## src/rtl/calc_disp_pkg.sv

```systemverilog
// Shared constants for the calculator seven-segment display back end.
package calc_disp_pkg;

    // Calculator status encodings
    localparam logic [1:0] ST_ERRO  = 2'b00;
    localparam logic [1:0] ST_BUSY  = 2'b01;
    localparam logic [1:0] ST_READY = 2'b10;
    localparam logic [1:0] ST_PRINT = 2'b11;

    // Active-low segment patterns, bit 0 = a ... bit 6 = g
    localparam logic [6:0] SEG_E     = 7'b0000110;
    localparam logic [6:0] SEG_R     = 7'b0101111;
    localparam logic [6:0] SEG_BLANK = 7'b1111111;

    localparam int NUM_DIGITS = 8;

endpackage

```

## src/rtl/calc_display_seg7_decode.sv

```systemverilog
// Combinational BCD to active-low seven-segment decoder; values 10-15 are blank.
module seg7_decode
    import calc_disp_pkg::*;
(
    input  logic [3:0] value,
    output logic [6:0] seg
);

    // Map one digit value onto its segment pattern
    always_comb begin
        seg = SEG_BLANK;
        case (value)
            4'd0: seg = 7'b1000000;
            4'd1: seg = 7'b1111001;
            4'd2: seg = 7'b0100100;
            4'd3: seg = 7'b0110000;
            4'd4: seg = 7'b0011001;
            4'd5: seg = 7'b0010010;
            4'd6: seg = 7'b0000010;
            4'd7: seg = 7'b1111000;
            4'd8: seg = 7'b0000000;
            4'd9: seg = 7'b0010000;
            default: seg = SEG_BLANK;
        endcase
    end

endmodule

```

## src/rtl/calc_display.sv

```systemverilog
// Calculator display back end: captures the printed digit stream into a shadow
// buffer, commits it atomically when the print burst ends, and scans the frame
// onto an 8-digit common-anode seven-segment display.
// Optional build macro: CALC_DISP_LZB_EN enables leading-zero blanking.
module calc_display
    import calc_disp_pkg::*;
#(
    parameter int REFRESH_DIV = 50000
) (
    input  logic       clock,
    input  logic       reset,
    input  logic [1:0] status,
    input  logic [3:0] data,
    input  logic [3:0] pos,
    output logic [7:0] an,
    output logic [6:0] seg,
    output logic       dp,
    output logic [2:0] scan_idx
);

    // A divide-by-one still needs a one-bit counter that simply stays at zero
    localparam int               DIV_W    = (REFRESH_DIV > 1) ? $clog2(REFRESH_DIV) : 1;
    localparam logic [DIV_W-1:0] DIV_LAST = DIV_W'(REFRESH_DIV - 1);

    logic [3:0]       shadow_q [NUM_DIGITS];
    logic [3:0]       shadow_d [NUM_DIGITS];
    logic [3:0]       disp_q   [NUM_DIGITS];
    logic [3:0]       disp_d   [NUM_DIGITS];
    logic             err_q, err_d;
    logic [1:0]       status_q, status_d;
    logic [DIV_W-1:0] div_q, div_d;
    logic [2:0]       scan_q, scan_d;

    logic [3:0]       digit_val;
    logic [6:0]       dec_seg;
    logic             digit_blank;

    // Next-state: shadow writes, burst-end commit, error latch and scan divider
    always_comb begin
        shadow_d = shadow_q;
        disp_d   = disp_q;
        err_d    = err_q;
        status_d = status;
        div_d    = div_q;
        scan_d   = scan_q;

        if (status == ST_PRINT && pos < 4'(NUM_DIGITS)) begin
            shadow_d[pos[2:0]] = data;
        end

        // Commit only when the burst has just ended, so partial numbers never show
        if (status_q == ST_PRINT && status != ST_PRINT) begin
            disp_d = shadow_q;
            err_d  = 1'b0;
        end

        // Error wins over a simultaneous commit clear
        if (status == ST_ERRO) begin
            err_d = 1'b1;
        end

        if (div_q == DIV_LAST) begin
            div_d  = '0;
            scan_d = scan_q + 3'd1;
        end else begin
            div_d  = div_q + DIV_W'(1);
        end
    end

    // Per-digit shadow and display frame registers
    generate
        for (genvar gi = 0; gi < NUM_DIGITS; gi++) begin : g_digit
            // Hold one shadow digit and one committed digit
            always_ff @(posedge clock) begin
                if (reset) begin
                    shadow_q[gi] <= 4'd0;
                    disp_q[gi]   <= 4'd0;
                end else begin
                    shadow_q[gi] <= shadow_d[gi];
                    disp_q[gi]   <= disp_d[gi];
                end
            end
        end
    endgenerate

    // Control state: error flag, previous status, divider and scan position
    always_ff @(posedge clock) begin
        if (reset) begin
            err_q    <= 1'b0;
            status_q <= ST_READY;
            div_q    <= '0;
            scan_q   <= 3'd0;
        end else begin
            err_q    <= err_d;
            status_q <= status_d;
            div_q    <= div_d;
            scan_q   <= scan_d;
        end
    end

    assign digit_val = disp_q[scan_q];

    seg7_decode u_decode (
        .value (digit_val),
        .seg   (dec_seg)
    );

`ifdef CALC_DISP_LZB_EN
    logic [4*NUM_DIGITS-1:0] disp_flat;
    logic [NUM_DIGITS-1:0]   lead_zero;

    // lead_zero[i] is set when digit i and every more significant digit are zero
    generate
        for (genvar gi = 0; gi < NUM_DIGITS; gi++) begin : g_lzb
            assign disp_flat[gi*4 +: 4] = disp_q[gi];
            assign lead_zero[gi]        = (disp_flat[4*NUM_DIGITS-1:gi*4] == '0);
        end
    endgenerate

    // The rightmost digit always shows, so a zero value still reads "0"
    assign digit_blank = lead_zero[scan_q] && (scan_q != 3'd0);
`else
    assign digit_blank = 1'b0;
`endif

    // Segment mux: error banner "Err" overrides the frame and blanking
    always_comb begin
        seg = dec_seg;
        if (err_q) begin
            case (scan_q)
                3'd2:        seg = SEG_E;
                3'd1, 3'd0:  seg = SEG_R;
                default:     seg = SEG_BLANK;
            endcase
        end else if (digit_blank) begin
            seg = SEG_BLANK;
        end
    end

    assign an       = ~(8'b1 << scan_q);
    assign dp       = 1'b1;
    assign scan_idx = scan_q;

endmodule

```

## config.mk

```make
export PLATFORM = sky130hd
export DESIGN_NAME = calc_display
export DESIGN_NICKNAME = d
export VERILOG_FILES = /design/src/rtl/calc_disp_pkg.sv /design/src/rtl/calc_display_seg7_decode.sv /design/src/rtl/calc_display.sv
export SDC_FILE = /design/constraint.sdc
export NUM_CORES = 1
export LEC_CHECK = 0
export BUFFER_PORTS_ARGS = -buffer_cell sky130_fd_sc_hd__buf_2
export CAP_MARGIN = 20
export CORE_ASPECT_RATIO = 1.2
export CORE_UTILIZATION = 40
export DETAILED_ROUTE_END_ITERATION = 8
export GPL_TIMING_DRIVEN = 0
export PLACE_DENSITY = 0.6
export SETUP_SLACK_MARGIN = 0.4
export SYNTH_ARGS = -nofsm -noshare
export SYNTH_HDL_FRONTEND = slang
export SYNTH_SLANG_ARGS = --single-unit
```

## constraint.sdc

```tcl
create_clock -name clock -period 3.3 [get_ports clock]
set_clock_uncertainty 0.15 [all_clocks]
set_input_delay 0.66 -clock clock [delete_from_list [all_inputs] [get_ports clock]]
set_output_delay 0.66 -clock clock [all_outputs]
set_load 0.01 [all_outputs]
```

==> impl_metrics.csv <==
group,metric,value,unit
timing,hold_violations,0,
synthesis,synth_nets,459,
setup_path,crit_path_end_kind,"primary output",
die,die_h,110,um
clock_tree,cts_tree,"done",
setup_path,slowest_stage,"mux4_2",
setup_path,reg2reg_depth,6,
setup_path,cp_cell_sequence,"buf_16, mux4_2, mux2i_4, ha_4, or2b_1, a211oi_2, buf_2",
setup_path,reg2reg_slack,0.97,ns
grt,track_usage,0.190,
outcome,outcome,"finished clean",
clock_tree,root_buffer,"clkbuf_16",
cells_and_area,fillers,935,
setup_path,endpoint,"seg[3]",
drt,drc,0,
synthesis,ys_seq_area_frac,0.443,
grt,grt_antenna_before_repair,0,
timing,whs,0.306,ns
setup_path,cp.required,2.49,ns
pwr,p_total,0.00220,W
setup_path,max_stage_delay,0.56,ns
synthesis,syn_avg_cell_area,8.94,um^2
die,die_area,10100,um^2
clock_tree,cts_buffers,9,
synthesis,synth-edff-count,0,
die,ios,31,
timing,tightest_slew,0.909,ns
clock_tree,cts.clk_slew.worst_paths,0.06,ns
timing,rsz0062_at_grt,"yes",
clock_tree,cts.htree.levels,3,
setup_path,crit_arrival,2.49,ns
worst_hold_path,hold_path.class,"reg -> reg",
clock_tree,worst_skew_pair.late_latency,0.34,ns
timing,slew_viol_final,0,
drt,antenna_left,0,
cells_and_area,drive_gt1_frac,0.181,
cells_and_area,nNetsFinal,504,
timing,setup_ws,0.00289,ns
clock_tree,clockBufferDepth,2,
setup_path,critPathKind,"reg -> out",
timing,slew_headroom,0.393,
timing,min_period,3.30,ns
timing,finalCritPeriodShare,0.999,
drt,route.met3.wl,253,um
drt,vias,3054,
die,core,9470,um^2
timing,finalSetupViolCount,0,
die,fp-row-count,39,
place,io_buffers,22,
drt,highest_layer,"met4",
clock_tree,cts.sinks,86,
drt,wl_met2,4290,um
setup_path,worstPathMaxFanout,5,
grt,grt_max_degree,14,
cells_and_area,final_util,0.493,
synthesis,ys_warn_count,0,
synthesis,synth-seq-cells,86,
synthesis,synthCells,435,
die,die_width,92.0,um
drt,wl_met1,4170,um
synthesis,synthDistinctLibCells,44,
cells_and_area,area_growth,20.0,%
drt,dr.first_iter.drc_count,132,
setup_path,r2r-end,"div_q[6]",
pwr,power.density,471,nW/um^2
synthesis,async_flop_share,0,
die,start_util,0.411,
setup_path,cp-startpoint,"scan_idx[0]",
timing,fmax,303,MHz
setup_path,crit_path_start_kind,"flip-flop",
drt,wirelength,9010,um
drt,detail_route.wl_per_cell,14.8,um
grt,first_global_vias,2990,
grt,grt_pass1_wl,14600,um
place,preCtsSetupSlack,-0.00545,ns
drt,dr.pass1.iters,4,
drt,vias_per_cell,5.02,
cells_and_area,layout_common_cells,"dfxtp_1 (85), nand2_1 (82), nor2_1 (54), a21oi_1 (41), mux2i_1 (29)",
setup_path,reg2reg_from,"div_q[0]",
cells_and_area,mostFrequentLayoutCell,"dfxtp_1",
timing,fin_tns_setup,0,ns
place,place_hpwl,6540,um
synthesis,synth_flop_cell,"dfxtp_1",
worst_hold_path,worstHoldStart,"disp_q[7]",
place,gp_congestion,0.775,
run,cap_viol_max_count,0,
pwr,ir_drop,243,uV
pwr,leakagePower,1.69,nW
grt,gr-total-overflow,0,
synthesis,syn_area,3890,um^2
cells_and_area,antenna_cells,0,
==> how the worst min path moves through the flow <==
stage                       to  slack, ns  depth (start not counted)
CTS                 disp_q[20]       0.31                          2
detailed placement   disp_q[7]       0.30                          2
global placement    disp_q[11]       0.29                          2
floorplan             div_q[0]       0.28                          1
finish               disp_q[7]       0.31                          2
global route         disp_q[7]       0.33                          2
==> synthesized netlist by cell type (4+ instances only) <==
cell type	number	area (um^2)
nand2_1	82	308
o21ai_0	5	25.0
nand3_1	11	55.1
clkbuf_1	26	97.6
inv_1	14	52.6
mux2i_1	31	310
dfxtp_1	86	1720
xnor2_1	12	105
a21oi_1	42	210
mux4_1	6	158
nor2_1	54	203
nor4_1	4	25.0
ha_1	12	150
==> kinds of logic (layout without fill, tap and decap cells) <==
kind of cell,after synthesis,count (layout),share of synthesized area
other,1,1,0.000964
AOI/OAI and AO/OA,58,58,0.0865
xor gates and xnor gates,13,13,0.0293
DFF,86,86,0.443
buffers and inverters,43,93,0.0447
and+or+nand+nor,177,177,0.202
muxes,45,45,0.155
adders and majority gates,12,12,0.0386
==> final cells by class <==
cell class	instances	area (um^2)	area share
Multi-Input combinational cell	306	2060	0.441
Sequential cell	86	1730	0.370
Clock buffer	14	274	0.0587
Timing Repair Buffer	34	230	0.0493
Tap cell	123	154	0.0330
Buffer	29	134	0.0287
Inverter	14	55.1	0.0118
Clock inverter	2	38.8	0.00831
==> where the power goes <==
part	total [W]	switching (W)	internal [W]
logic	0.0000962	0.0000647	0.0000315
registers	0.00105	0.00000776	0.00105
clock network	0.00105	0.000398	0.000651
total	0.00220	0.000470	0.00173
==> per-stage QoR <==
step / instance area (um^2) / std cells
2_1_floorplan: 3900 / 435
3_3_place_gp: 4160 / 580
4_1_cts: 4620 / 605
6_report: 4670 / 608
3_5_place_dp: 4160 / 580
5_1_grt: 4670 / 608
==> registers in the layout (all words and copies together), names as in the netlist <==
| name | count |
|---|---|
| shadow_q | 32 |
| disp_q | 32 |
| status_q | 2 |
| scan_idx | 3 |
| err_q | 1 |
| div_q | 16 |
==> critical path: cells and delay by family, from the launching register on <==
kind | cells | cell delay, ns
mux | 2 | 0.84
fa+ha+maj | 1 | 0.26
simple gates | 1 | 0.22
flops | 1 | 0.39
buf+inv | 2 | 0.27
compound gates | 1 | 0.17
==> per-layer routing <==
metal,vias to the layer above,track usage
met5,-,0
met4,0,0.0893
met3,19,0.0460
met2,54,0.322
met1,1428,0.227
li1,1553,-
==> what timing repair did <==
item	in CTS	in global routing
resized for setup	25	5
pin swaps	9	4
setup buffers	8	3
cloned	1	0
hold buffers	0	0
endpoints found under the setup margin	7	7
Note: power is estimated with default switching activity, not from simulation.
